File: config.mk
export PLATFORM = sky130hd
export DESIGN_NAME = spi_flash_responder
export DESIGN_NICKNAME = d
export VERILOG_FILES = /design/src/rtl/spi_flash_responder.sv
export SDC_FILE = /design/constraint.sdc
export NUM_CORES = 1
export LEC_CHECK = 0
export ABC_AREA = 1
export CAP_MARGIN = 20
export CORE_MARGIN = 2
export CORE_UTILIZATION = 55
export CTS_BUF_LIST = sky130_fd_sc_hd__clkbuf_8 sky130_fd_sc_hd__clkbuf_16
export DETAILED_ROUTE_END_ITERATION = 10
export PLACE_DENSITY = 0.78
export SLEW_MARGIN = 10
export SYNTH_ARGS = -nofsm -noshare
export SYNTH_HDL_FRONTEND = slang
export SYNTH_SLANG_ARGS = --single-unit
File: constraint.sdc
create_clock -name clk_48mhz -period 3.5 [get_ports clk_48mhz]
set_clock_uncertainty 0.2 [all_clocks]
set_input_delay 0.7 -clock clk_48mhz [delete_from_list [all_inputs] [get_ports clk_48mhz]]
set_output_delay 0.7 -clock clk_48mhz [all_outputs]
set_load 0.02 [all_outputs]
File: src/rtl/spi_flash_responder.sv
// SPI-flash target (mode 0) answering READ 0x03, JEDEC ID 0x9F and READ STATUS 0x05.
// All SPI pins are oversampled on clk_48mhz; reads go to a fixed 1-cycle-latency byte port.
module spi_flash_responder #(
    parameter logic [23:0] JEDEC_ID = 24'hEF4016,
    parameter logic [7:0]  STATUS   = 8'h00
) (
    input  logic        clk_48mhz,
    input  logic        reset,
    input  logic        spi_sck,
    input  logic        spi_cs,
    input  logic        spi_mosi,
    output logic        spi_miso,
    output logic        spi_miso_oe,
    output logic [23:0] mem_addr,
    output logic        mem_rd,
    input  logic [7:0]  mem_rdata
);

    typedef enum logic [2:0] {IDLE, CMD, ADDR, RD_DATA, ID_DATA, ST_DATA, IGNORE} state_t;

    localparam logic [7:0] STATUS_BYTE = {STATUS[7:1], 1'b0};

    state_t      state, state_next;
    logic [2:0]  sck_s;
    logic [1:0]  cs_s, mosi_s;
    logic        cs_hi, sck_rise, sck_fall, mosi;
    logic        armed, oe_on, rd_pend;
    logic [4:0]  bit_cnt;
    logic [2:0]  tx_cnt;
    logic [1:0]  id_idx;
    logic [22:0] in_sr;
    logic [7:0]  tx_sr, id_byte, cmd_byte;
    logic [23:0] addr_word;
    logic        hdr_shift, data_fall, cmd_done, addr_done;

    // Synchronizers reset to "selected" so a reset with CS held low cannot re-arm the block.
    always_ff @(posedge clk_48mhz) begin
        if (reset) begin
            sck_s  <= '0;
            cs_s   <= '0;
            mosi_s <= '0;
        end else begin
            sck_s  <= {sck_s[1:0], spi_sck};
            cs_s   <= {cs_s[0], spi_cs};
            mosi_s <= {mosi_s[0], spi_mosi};
        end
    end

    assign cs_hi     = cs_s[1];
    assign mosi      = mosi_s[1];
    assign sck_rise  = sck_s[1] & ~sck_s[2] & ~cs_hi;
    assign sck_fall  = ~sck_s[1] & sck_s[2] & ~cs_hi;
    assign cmd_byte  = {in_sr[6:0], mosi};
    assign addr_word = {in_sr, mosi};

    always_comb begin
        case (id_idx)
            2'd0:    id_byte = JEDEC_ID[23:16];
            2'd1:    id_byte = JEDEC_ID[15:8];
            default: id_byte = JEDEC_ID[7:0];
        endcase
    end

    always_ff @(posedge clk_48mhz) begin
        if (reset) state <= IDLE;
        else       state <= state_next;
    end

    always_comb begin
        state_next = state;
        if (cs_hi) begin
            state_next = IDLE;
        end else begin
            case (state)
                IDLE: if (armed) state_next = CMD;
                CMD: if (cmd_done) begin
                    case (cmd_byte)
                        8'h03:   state_next = ADDR;
                        8'h9F:   state_next = ID_DATA;
                        8'h05:   state_next = ST_DATA;
                        default: state_next = IGNORE;
                    endcase
                end
                ADDR: if (addr_done) state_next = RD_DATA;
                default: ;
            endcase
        end
    end

    always_comb begin
        hdr_shift   = 1'b0;
        data_fall   = 1'b0;
        cmd_done    = 1'b0;
        addr_done   = 1'b0;
        spi_miso_oe = 1'b0;
        case (state)
            CMD: begin
                hdr_shift = sck_rise;
                cmd_done  = sck_rise && (bit_cnt == 5'd7);
            end
            ADDR: begin
                hdr_shift = sck_rise;
                addr_done = sck_rise && (bit_cnt == 5'd23);
            end
            RD_DATA, ID_DATA, ST_DATA: begin
                data_fall   = sck_fall;
                spi_miso_oe = oe_on;
            end
            default: ;
        endcase
    end

    always_ff @(posedge clk_48mhz) begin
        if (reset) begin
            armed    <= 1'b0;
            oe_on    <= 1'b0;
            spi_miso <= 1'b0;
            mem_rd   <= 1'b0;
            mem_addr <= '0;
            rd_pend  <= 1'b0;
            bit_cnt  <= '0;
            tx_cnt   <= '0;
            id_idx   <= '0;
            in_sr    <= '0;
            tx_sr    <= '0;
        end else begin
            mem_rd  <= 1'b0;
            rd_pend <= mem_rd;
            if (cs_hi) armed <= 1'b1;
            if (cs_hi || state == IDLE) begin
                bit_cnt  <= '0;
                tx_cnt   <= '0;
                oe_on    <= 1'b0;
                spi_miso <= 1'b0;
            end else begin
                if (hdr_shift) begin
                    in_sr   <= addr_word[22:0];
                    bit_cnt <= (cmd_done || addr_done) ? 5'd0 : bit_cnt + 5'd1;
                end
                if (cmd_done) begin
                    if (cmd_byte == 8'h9F) begin
                        tx_sr  <= JEDEC_ID[23:16];
                        id_idx <= 2'd1;
                    end else begin
                        tx_sr <= STATUS_BYTE;
                    end
                end
                if (addr_done) begin
                    mem_addr <= addr_word;
                    mem_rd   <= 1'b1;
                end
                // Read data lands well before the next falling edge, so no collision with shifting.
                if (state == RD_DATA && rd_pend) tx_sr <= mem_rdata;
                if (data_fall) begin
                    oe_on    <= 1'b1;
                    spi_miso <= tx_sr[7];
                    tx_sr    <= {tx_sr[6:0], 1'b0};
                    tx_cnt   <= tx_cnt + 3'd1;
                    if (tx_cnt == 3'd7) begin
                        case (state)
                            RD_DATA: begin
                                mem_addr <= mem_addr + 24'd1;
                                mem_rd   <= 1'b1;
                            end
                            ID_DATA: begin
                                tx_sr  <= id_byte;
                                id_idx <= (id_idx == 2'd2) ? 2'd0 : id_idx + 2'd1;
                            end
                            default: tx_sr <= STATUS_BYTE;
                        endcase
                    end
                end
            end
        end
    end

endmodule
# After elaboration in Yosys (flattened, before gate mapping)
# Cells that the tools add are included.
[word_totals] reg_bits=80 input_bits=13 output_inout_bits=27
[classes] add_sub_neg=4 n_eq_ne=16 n_mux=32 bitwise=8 reduce_logical=16
[op_table] operator="$mux 24" n=4
[op_table] operator="$mux 8" n=5
[op_table] operator="$pmux 8 s2" n=2
[op_table] operator="$add 24x1->24 const B" n=1
[op_table] operator="$pmux 3 s3" n=2
[op_table] operator="$mux 2" n=6
[op_table] operator="$eq 3x3->1 const B" n=3
[op_table] operator="$mux 1" n=9
[op_table] operator="$mux 3" n=3
[op_table] operator="$eq 8x2->1 const B" n=1
[op_table] operator="$eq 8x3->1 const B" n=1
[op_table] operator="$eq 8x8->1 const B" n=1
[op_table] operator="$eq 3x2->1 const B" n=2
[op_table] operator="$ne 2x2->1 const B" n=3
[op_table] operator="$reduce_bool 3->1" n=2
[op_table] operator="$reduce_or 2->1" n=3
[op_table] operator="$add 5x1->5 const B" n=1
[op_table] operator="$eq 5x3->1 const B" n=1
[op_table] operator="$eq 5x5->1 const B" n=1
[op_table] operator="$mux 5" n=1
[op_table] operator="$and 1x1->1" n=4
[op_table] operator="$not 1->1" n=4
[op_table] operator="$reduce_and 2->1" n=2
[op_table] operator="$reduce_and 4->1" n=1
[op_table] operator="10 further kinds" n=13

# Depth between registers and ports, before layout
# Gate-level depths: netlist of the first run.
[depth] word_depth=9 depth_mapped=11

# Worst setup path after synthesis of the first run
# OpenSTA, ideal clock, no wires.
[synth_path] path_kind="register to output" startpoint="reg state[1]" endpoint="out spi_miso_oe" arrival_ps=992 t_required_ps=2600 path_slack_ps=1608 stages_incl_launch_ff=5 cell_sequence="dfxtp_1 -> nand2_2 -> nand2_2 -> nand2_4 -> nor2_1"
[synth_between] elab_chain_cells=3
[synth_lines] item="start, declared" line="23" text="state_t state, state_next;"
[synth_lines] item="start signal, assigned" line="66" text="else state <= state_next;"
[synth_lines] item="$eq 3x2->1 / $eq 3x3->1 (equally long branches)" line="96" text="case (state)"
[synth_lines] item="$reduce_or 3->1 *" line="96"
[synth_lines] item="$mux 1 *" line="96"
[synth_lines] item="end, declared" line="13" text="output logic spi_miso_oe,"
# Mark *: on every way between the ends. The rest lies on a longest branch, timed or not.

# Worst setup path after layout of the first run
[layout_path] startpoint="reg state[2]" endpoint="out spi_miso_oe"
# Same word-level chain as after synthesis.

==> results of run 1 <==
-- worst max-delay path by stage --
stage / start / endpoint / slack [ps] / cells past startpoint
detailed placement: reset / in_sr[4]$_SDFFE_PP0P_ / 1100 / 6
global route: state[1]$_SDFFE_PP0P_ / spi_miso_oe / 640 / 5
floorplan: state[1]$_SDFFE_PP0P_ / spi_miso_oe / 1610 / 4
finish: state[2]$_SDFFE_PP0P_ / spi_miso_oe / 750 / 5
CTS: state[2]$_SDFFE_PP0P_ / spi_miso_oe / 730 / 5
global placement: reset / mem_addr[7]$_SDFFE_PP0P_ / 1150 / 6
-- flip-flops by register name, indices dropped and copies added, names as in the netlist --
register,count
armed,1
bit_cnt,5
cs_s,2
id_idx,2
in_sr,23
mem_addr,24
mem_rd,1
mosi_s,2
oe_on,1
rd_pend,1
sck_s,3
spi_miso,1
state,3
tx_cnt,3
tx_sr,8
-- final cells by class --
| cell class | instances | share of cell area [%] |
|---|---|---|
| flip-flops and latches | 80 | 33.9 |
| inverters | 85 | 6.74 |
| repair buffers | 42 | 8.73 |
| multi-input cells | 418 | 43.0 |
| clock buffers | 11 | 3.20 |
| clock inverters | 3 | 1.90 |
| well taps | 99 | 2.62 |
-- worst max-delay path, stage by stage, from the launching register on --
cell and delay (ps):
dfxtp_1 470, inv_2 110, nand2_2 140, nand2_4 80
nor2_1 90, clkdlybuf4s50_1 610
-- synthesized netlist by cell type, drive strengths merged --
master	instances	area share, %
nand3	33	4.3
o211ai	10	1.8
clkinv	1	0.092
xor2	3	0.64
o22ai	7	1.1
o21a	1	0.18
o21ai	57	7.1
dfxtp	80	39
inv	84	7.7
or2	2	0.31
a211oi	1	0.18
nand4	15	2.5
a21oi	51	6.3
ha	4	1.2
nand2	131	13
nor3	19	2.8
nor2	81	8.0
and3	1	0.15
clkbuf	8	0.74
a21boi	1	0.18
buf	14	2.5
nor3b	1	0.18
-- metal layers --
metal	global-route usage (%)	share of wire (%)	vias to the layer above
met5	0	0	-
met4	8.85	1.4	0
met3	3.44	5.5	11
met2	39.2	46	132
met1	34.1	47	1818
li1	-	-	2019
-- stage by stage --
step	area [um^2]	power, mW
detailed placement	4490	1.35
global placement	4490	1.34
CTS	4730	2.18
finish	4730	2.18
global route	4730	2.28
floorplan	4090	1.28
-- power by group through the flow --
stage / registers [mW] / logic [mW] / clock network (mW)
after detailed placement: 1.02 / 0.333 / 0
after floorplan: 1.01 / 0.268 / 0
after CTS: 1.00 / 0.343 / 0.839
final: 1.00 / 0.343 / 0.833
after global placement: 1.02 / 0.323 / 0
after global routing: 1.01 / 0.394 / 0.881
-- cell families after synthesis --
| group | synth area share (%) |
|---|---|
| simple gates | 31.0 |
| flops | 39.2 |
| compound gates | 16.9 |
| xor+xnor | 0.643 |
| buf+inv | 11.1 |
| fa+ha+maj | 1.23 |
==> flow_summary.yaml, run 1 <==
outcome:
  outcome: "finished clean"
clocking:
  cts_buffers: 9
  post_cts_buffers: 0
  holdBufCountCts: 0
  clockBufferDepth: 2
  cts_num_sinks: 80
  cts_max_level: 3
  cts_resized: 0
  clock_latency_ps: 350
  path_clk_slew_ps: 80
  root_buffer: "clkbuf_8"
  cts_tree: "yes"
cells_and_area:
  final_cell_mix: "nand2_1 (126), dfxtp_1 (80), inv_1 (79), nor2_1 (77), a21oi_1 (50)"
  syn_to_final_growth_pct: 15.8
  multi_input_area_mm2: 0.00203
  fin_cells: 738
  post-route-util_pct: 65.6
  fin_nets: 653
  insertedDiodeCount: 0
  fill_cells: 659
  seq_area_mm2: 0.00160
  layout_commonest_cell: "nand2_1"
  layout-drive-gt1-share_pct: 6.42
pwr:
  switching_share_pct: 27.7
  p_sw_uw: 604
  vdd_drop_max_uv: 262
  sequentialPowerShare_pct: 46.0
  internal-power_mw: 1.57
  p_clk_share_pct: 38.3
  comb_power_share_pct: 15.7
  leakage_nw: 1.87
  powerDensity_mw_per_mm2: 460
critical_path:
  arrival_ps: 1850
  reg2reg_from: "bit_cnt[0]$_SDFFE_PP0N_"
  worst_setup_path_start_kind: "flip-flop"
  worst-path-max-fanout: 6
  worstSetupPathType: "flip-flop to output pin"
  crit_path_end_kind: "output pin"
  rr_worst_depth: 8
  r2r-end: "mem_addr[3]$_SDFFE_PP0P_"
  worstPathRequired_ps: 2600
  r2r_setup_slack_ps: 1130
placement:
  post-place-ws_ps: 1100
  globalplace.congestion: 0.889
  dp_cells: 724
  hpwl_um: 6610
  port-buffer-count: 39
route:
  vias: 3980
  post_drt_wl_per_cell_um: 13.1
  wl_um: 9700
  drt_pass1_iterations: 5
  viasPerCell: 5.39
  initialDrtViolationCount: 296
  antenna_left: 0
  drc_errors: 0
sta:
  rsz0062_at_grt: "false"
  finalSetupViolCount: 0
  period_needed_ps: 2750
  hold_viol: 0
  tightest_slew_ps: 550
  clock.fmax_mhz: 364
  period_share_pct: 78.6
  slew-limit-headroom_pct: 63.3
  setup_tns_ps: 0
  slew_viol_final: 0
  timing.final.ws_setup_ps: 750
  hold_slack_ps: 202
grt:
  grt_overflow: 0
  grt_max_degree: 55
  track_usage_pct: 24.6
  antenna_found_initial: 0
  grt_pass1_wl_um: 16700
  grt_pass1_vias: 3658
yosys:
  syn_area_per_cell_um2: 6.75
  synth_area_mm2: 0.00409
  yosysUniqueCellTypes: 35
  synth-warning-count: 0
  synthCells: 605
  synth-seq-area-share_pct: 39.2
  ys_ff_latch: 80
  syn-num-nets: 622
die:
  core_area_mm2: 0.00721
  dieWidth_um: 90.2
  io_pins: 40
  row_count: 31
  start_util_pct: 56.6
  die_h_um: 90.2
  die_area_mm2: 0.00813
worst_hold_path:
  min_delay_path_depth: 2
  worstHoldStart: "cs_s[0]$_SDFF_PP0_"
  hp-class: "flip-flop to flip-flop"
  holdPathEnd: "cs_s[1]$_SDFF_PP0_"
run:
  drv_cap: 0
Note: power is estimated with default switching activity, not from simulation.
==> run 2, diff against run 1 <==
==> constraint.sdc (replaced) <==
create_clock -name clk_48mhz -period 2.7 [get_ports clk_48mhz]
set_clock_uncertainty 0.2 [all_clocks]
set_input_delay 0.54 -clock clk_48mhz [delete_from_list [all_inputs] [get_ports clk_48mhz]]
set_output_delay 0.54 -clock clk_48mhz [all_outputs]
set_load 0.02 [all_outputs]
==> flow_summary.yaml, run 2 (same netlist as run 1, synthesis figures left out) <==
grt:
  grt_pass1_vias: 3721
  track_usage_pct: 24.6
  grt_max_degree: 55
  antenna_found_initial: 0
  grt_overflow: 0
  grt_pass1_wl_um: 16700
die:
  row_count: 31
  die_area_mm2: 0.00813
  core_area_mm2: 0.00721
  dieWidth_um: 90.2
  io_pins: 40
  die_h_um: 90.2
  start_util_pct: 56.6
clocking:
  cts_buffers: 9
  cts_max_level: 3
  cts_tree: "yes"
  post_cts_buffers: 0
  path_clk_slew_ps: 70
  clock_latency_ps: 350
  cts_num_sinks: 80
  cts_resized: 0
  clockBufferDepth: 2
  holdBufCountCts: 0
  root_buffer: "clkbuf_8"
critical_path:
  crit_path_end_kind: "output pin"
  worstSetupPathType: "flip-flop to output pin"
  worst-path-max-fanout: 6
  worstPathRequired_ps: 1960
  worst_setup_path_start_kind: "flip-flop"
  arrival_ps: 1830
sta:
  clock.fmax_mhz: 389
  hold_viol: 0
  slew-limit-headroom_pct: 61.7
  rsz0062_at_grt: "false"
  tightest_slew_ps: 574
  period_share_pct: 95.3
  slew_viol_final: 0
  setup_tns_ps: 0
  period_needed_ps: 2570
  finalSetupViolCount: 0
placement:
  globalplace.congestion: 0.908
  port-buffer-count: 39
  hpwl_um: 6700
route:
  wl_um: 9540
  routed.top_layer: "met4"
  viasPerCell: 5.45
  met3_length_um: 424
  antenna_left: 0
  initialDrtViolationCount: 306
  drt_pass1_iterations: 5
  vias: 4014
  m1WireLength_um: 4480
  drc_errors: 0
  wl_met2_um: 4440
  post_drt_wl_per_cell_um: 12.9
pwr:
  powerDensity_mw_per_mm2: 533
  comb_power_share_pct: 17.9
  switching_share_pct: 30.6
  internal-power_mw: 1.72
  total_power_mw: 2.48
  leakage_nw: 1.84
  sequentialPowerShare_pct: 52.3
  p_sw_uw: 758
  vdd_drop_max_uv: 324
  p_clk_share_pct: 29.9
cells_and_area:
  layout-drive-gt1-share_pct: 6.27
  fin_nets: 654
  layout_commonest_cell: "nand2_1"
  insertedDiodeCount: 0
  largest_reg_flops: 24
  fill_cells: 676
  reg_top3: "mem_addr (24), in_sr (23), tx_sr (8)"
  multi_input_area_mm2: 0.00203
  syn_to_final_growth_pct: 14.0
  top_register: "mem_addr"
  seq_area_mm2: 0.00160
  final_cell_mix: "nand2_1 (126), dfxtp_1 (80), inv_1 (79), nor2_1 (77), a21oi_1 (50)"
run:
  drv_cap: 0
worst_hold_path:
  hp-class: "flip-flop to flip-flop"
outcome:
  outcome: "finished clean"
==> run 2: worst max-delay path, stage by stage (launching register included) <==
cell,delay [ps]
dfxtp_1,470
inv_2,110
nand2_2,140
nand2_4,80
nor2_1,90
clkdlybuf4s50_1,610
==> run 2: power by group through the flow <==
stage,combinational (mW),clock [mW],sequential (mW)
after floorplan,0.347,0,1.31
after global placement,0.430,0,1.32
after detailed placement,0.436,0,1.32
after CTS,0.441,0.754,1.29
after global routing,0.507,0.807,1.31
final,0.444,0.741,1.30
==> run 2: final timing paths <==
kind | startpoint | endpoint | slack [ps] | cells past startpoint
max | state[2]$_SDFFE_PP0P_ | spi_miso_oe | 130 | 5
min | sck_s[0]$_SDFF_PP0_ | sck_s[1]$_SDFF_PP0_ | 200 | 2
min reg2reg | sck_s[0]$_SDFF_PP0_ | sck_s[1]$_SDFF_PP0_ | 200 | 2
max reg2reg | state[2]$_SDFFE_PP0P_ | mem_addr[20]$_SDFFE_PP0P_ | 490 | 9
==> run 2: cell type report <==
class,instances,share of cell area (%)
multi-input cells,418,43.6
flip-flops and latches,80,34.4
clock buffers,10,2.96
well taps,99,2.66
inverters,85,6.85
clock inverters,2,0.215
repair buffers,43,9.30
==> run 2: layer usage <==
layer  global-route usage (%)  vias up
met5                        0        -
met4                     10.1        0
met3                     3.77       18
met2                     40.7      103
met1                     32.1     1864
li1                         -     2029
==> run 2: metrics by stage <==
step | hold slack, ps | instances | util [%] | area [um^2] | setup slack (ps)
final | 201 | 737 | 64.6 | 4660 | 126
after global routing | 227 | 737 | 64.6 | 4660 | 48.3
after CTS | 202 | 737 | 64.6 | 4660 | 127
after detailed placement | 192 | 725 | 62.5 | 4510 | 500
after global placement | 192 | 725 | 62.5 | 4510 | 541
after floorplan | 188 | 605 | - | 4090 | 875
==> run 3, diff against run 2 <==
==> constraint.sdc (replaced) <==
create_clock -name clk_48mhz -period 2.9 [get_ports clk_48mhz]
set_clock_uncertainty 0.2 [all_clocks]
set_input_delay 0.58 -clock clk_48mhz [delete_from_list [all_inputs] [get_ports clk_48mhz]]
set_output_delay 0.58 -clock clk_48mhz [all_outputs]
set_load 0.02 [all_outputs]
==> flow_summary.yaml, run 3 (same netlist as run 1, synthesis figures left out) <==
grt:
  grt_pass1_wl_um: 16600
  grt_max_degree: 55
  grt_overflow: 0
  antenna_found_initial: 0
  grtUsageMet1_pct: 34.0
  busiest_layer: "met2"
  met2_usage_pct: 39.4
  track_usage_pct: 24.7
  grt_pass1_vias: 3558
  use_met3_pct: 4.11
sta:
  tightest_slew_ps: 548
  slew-limit-headroom_pct: 63.5
  finalSetupViolCount: 0
  setup_tns_ps: 0
  slew_viol_final: 0
  clock.fmax_mhz: 383
  hold_viol: 0
  period_share_pct: 90.1
  rsz0062_at_grt: "false"
  period_needed_ps: 2610
route:
  drc_errors: 0
  initialDrtViolationCount: 341
  wl_um: 9570
  vias: 3972
  post_drt_wl_per_cell_um: 13.0
  viasPerCell: 5.37
  drt_pass1_iterations: 5
  antenna_left: 0
clocking:
  holdBufCountCts: 0
  cts_tree: "yes"
  path_clk_slew_ps: 70
  clock_latency_ps: 350
  root_buffer: "clkbuf_8"
  cts_num_sinks: 80
  cts_max_level: 3
  clockBufferDepth: 2
  cts_resized: 0
  cts_buffers: 9
  post_cts_buffers: 0
cells_and_area:
  layout_commonest_cell: "nand2_1"
  final_cell_mix: "nand2_1 (126), inv_1 (80), dfxtp_1 (80), nor2_1 (77), a21oi_1 (50)"
  top_register: "mem_addr"
  finalInstanceArea_mm2: 0.00471
  reg_top3: "mem_addr (24), in_sr (23), tx_sr (8)"
  insertedDiodeCount: 0
  fin_nets: 653
  largest_reg_flops: 24
  layout-drive-gt1-share_pct: 6.41
  syn_to_final_growth_pct: 15.3
die:
  row_count: 31
  io_pins: 40
  dieWidth_um: 90.2
  die_area_mm2: 0.00813
  core_area_mm2: 0.00721
  die_h_um: 90.2
  start_util_pct: 56.6
pwr:
  leakage_nw: 1.87
  powerDensity_mw_per_mm2: 540
  vdd_drop_max_uv: 306
run:
  drv_cap: 0
placement:
  hpwl_um: 6610
  port-buffer-count: 39
  postPlaceCellArea_mm2: 0.00449
  globalplace.congestion: 0.914
critical_path:
  worstSetupPathType: "flip-flop to output pin"
  worst-path-max-fanout: 6
  crit_path_end_kind: "output pin"
  arrival_ps: 1830
  worstPathRequired_ps: 2120
  worst_setup_path_start_kind: "flip-flop"
outcome:
  outcome: "finished clean"
worst_hold_path:
  hp-class: "flip-flop to flip-flop"
[run 3: cell count changes in the layout (fill, tap and decap cells not counted)]
cell       before  now
buf_12          1    0
bufinv_16       0    2
clkbuf_8       10   11
clkinv_2        2    1
inv_1          79   80
[run 3: path summary, 6_finish.rpt]
kind              slack, ps                       end  cells past startpoint                    start
hold reg to reg         210      mosi_s[1]$_SDFF_PP0_                      2     mosi_s[0]$_SDFF_PP0_
setup / recovery        290               spi_miso_oe                      5    state[2]$_SDFFE_PP0P_
setup reg to reg        590  mem_addr[4]$_SDFFE_PP0P_                      8  bit_cnt[0]$_SDFFE_PP0N_
hold / removal          210      mosi_s[1]$_SDFF_PP0_                      2     mosi_s[0]$_SDFF_PP0_
[run 3: report_power, final]
part	leakage [nW]	internal [mW]	switching, mW	total (mW)
registers	0.647	1.15	0.0538	1.20
clock network	0.117	0.523	0.402	0.925
logic	1.11	0.138	0.275	0.414
[run 3: worst max-delay path, stage by stage, from the launching register on]
cell and delay, ps:
dfxtp_1 470, inv_2 110, nand2_2 140, nand2_4 80
nor2_1 80, clkdlybuf4s50_1 600
[run 3: per-stage QoR]
step	std cells	total power [mW]	hold WS, ps	setup WS [ps]	util, %
2_1_floorplan	605	1.54	188	1070	-
3_3_place_gp	724	1.63	189	712	62.2
3_5_place_dp	724	1.64	195	643	62.2
6_report	739	2.54	207	288	65.3
5_1_grt	739	2.67	216	166	65.3
4_1_cts	739	2.56	210	267	65.3
[run 3: per-layer routing]
| metal | share of wire (%) | vias up |
|---|---|---|
| met5 | 0 | - |
| met4 | 1.4 | 0 |
| met3 | 5.1 | 12 |
| met2 | 46 | 115 |
| met1 | 47 | 1820 |
| li1 | - | 2025 |
[run 3: cell type report]
| type | count | area (um^2) |
|---|---|---|
| repair buffers | 42 | 413 |
| well taps | 99 | 124 |
| multi-input cells | 418 | 2030 |
| clock buffers | 11 | 151 |
| fillers | 659 | 2500 |
| clock inverters | 4 | 68.8 |
| inverters | 85 | 319 |
| flip-flops and latches | 80 | 1600 |
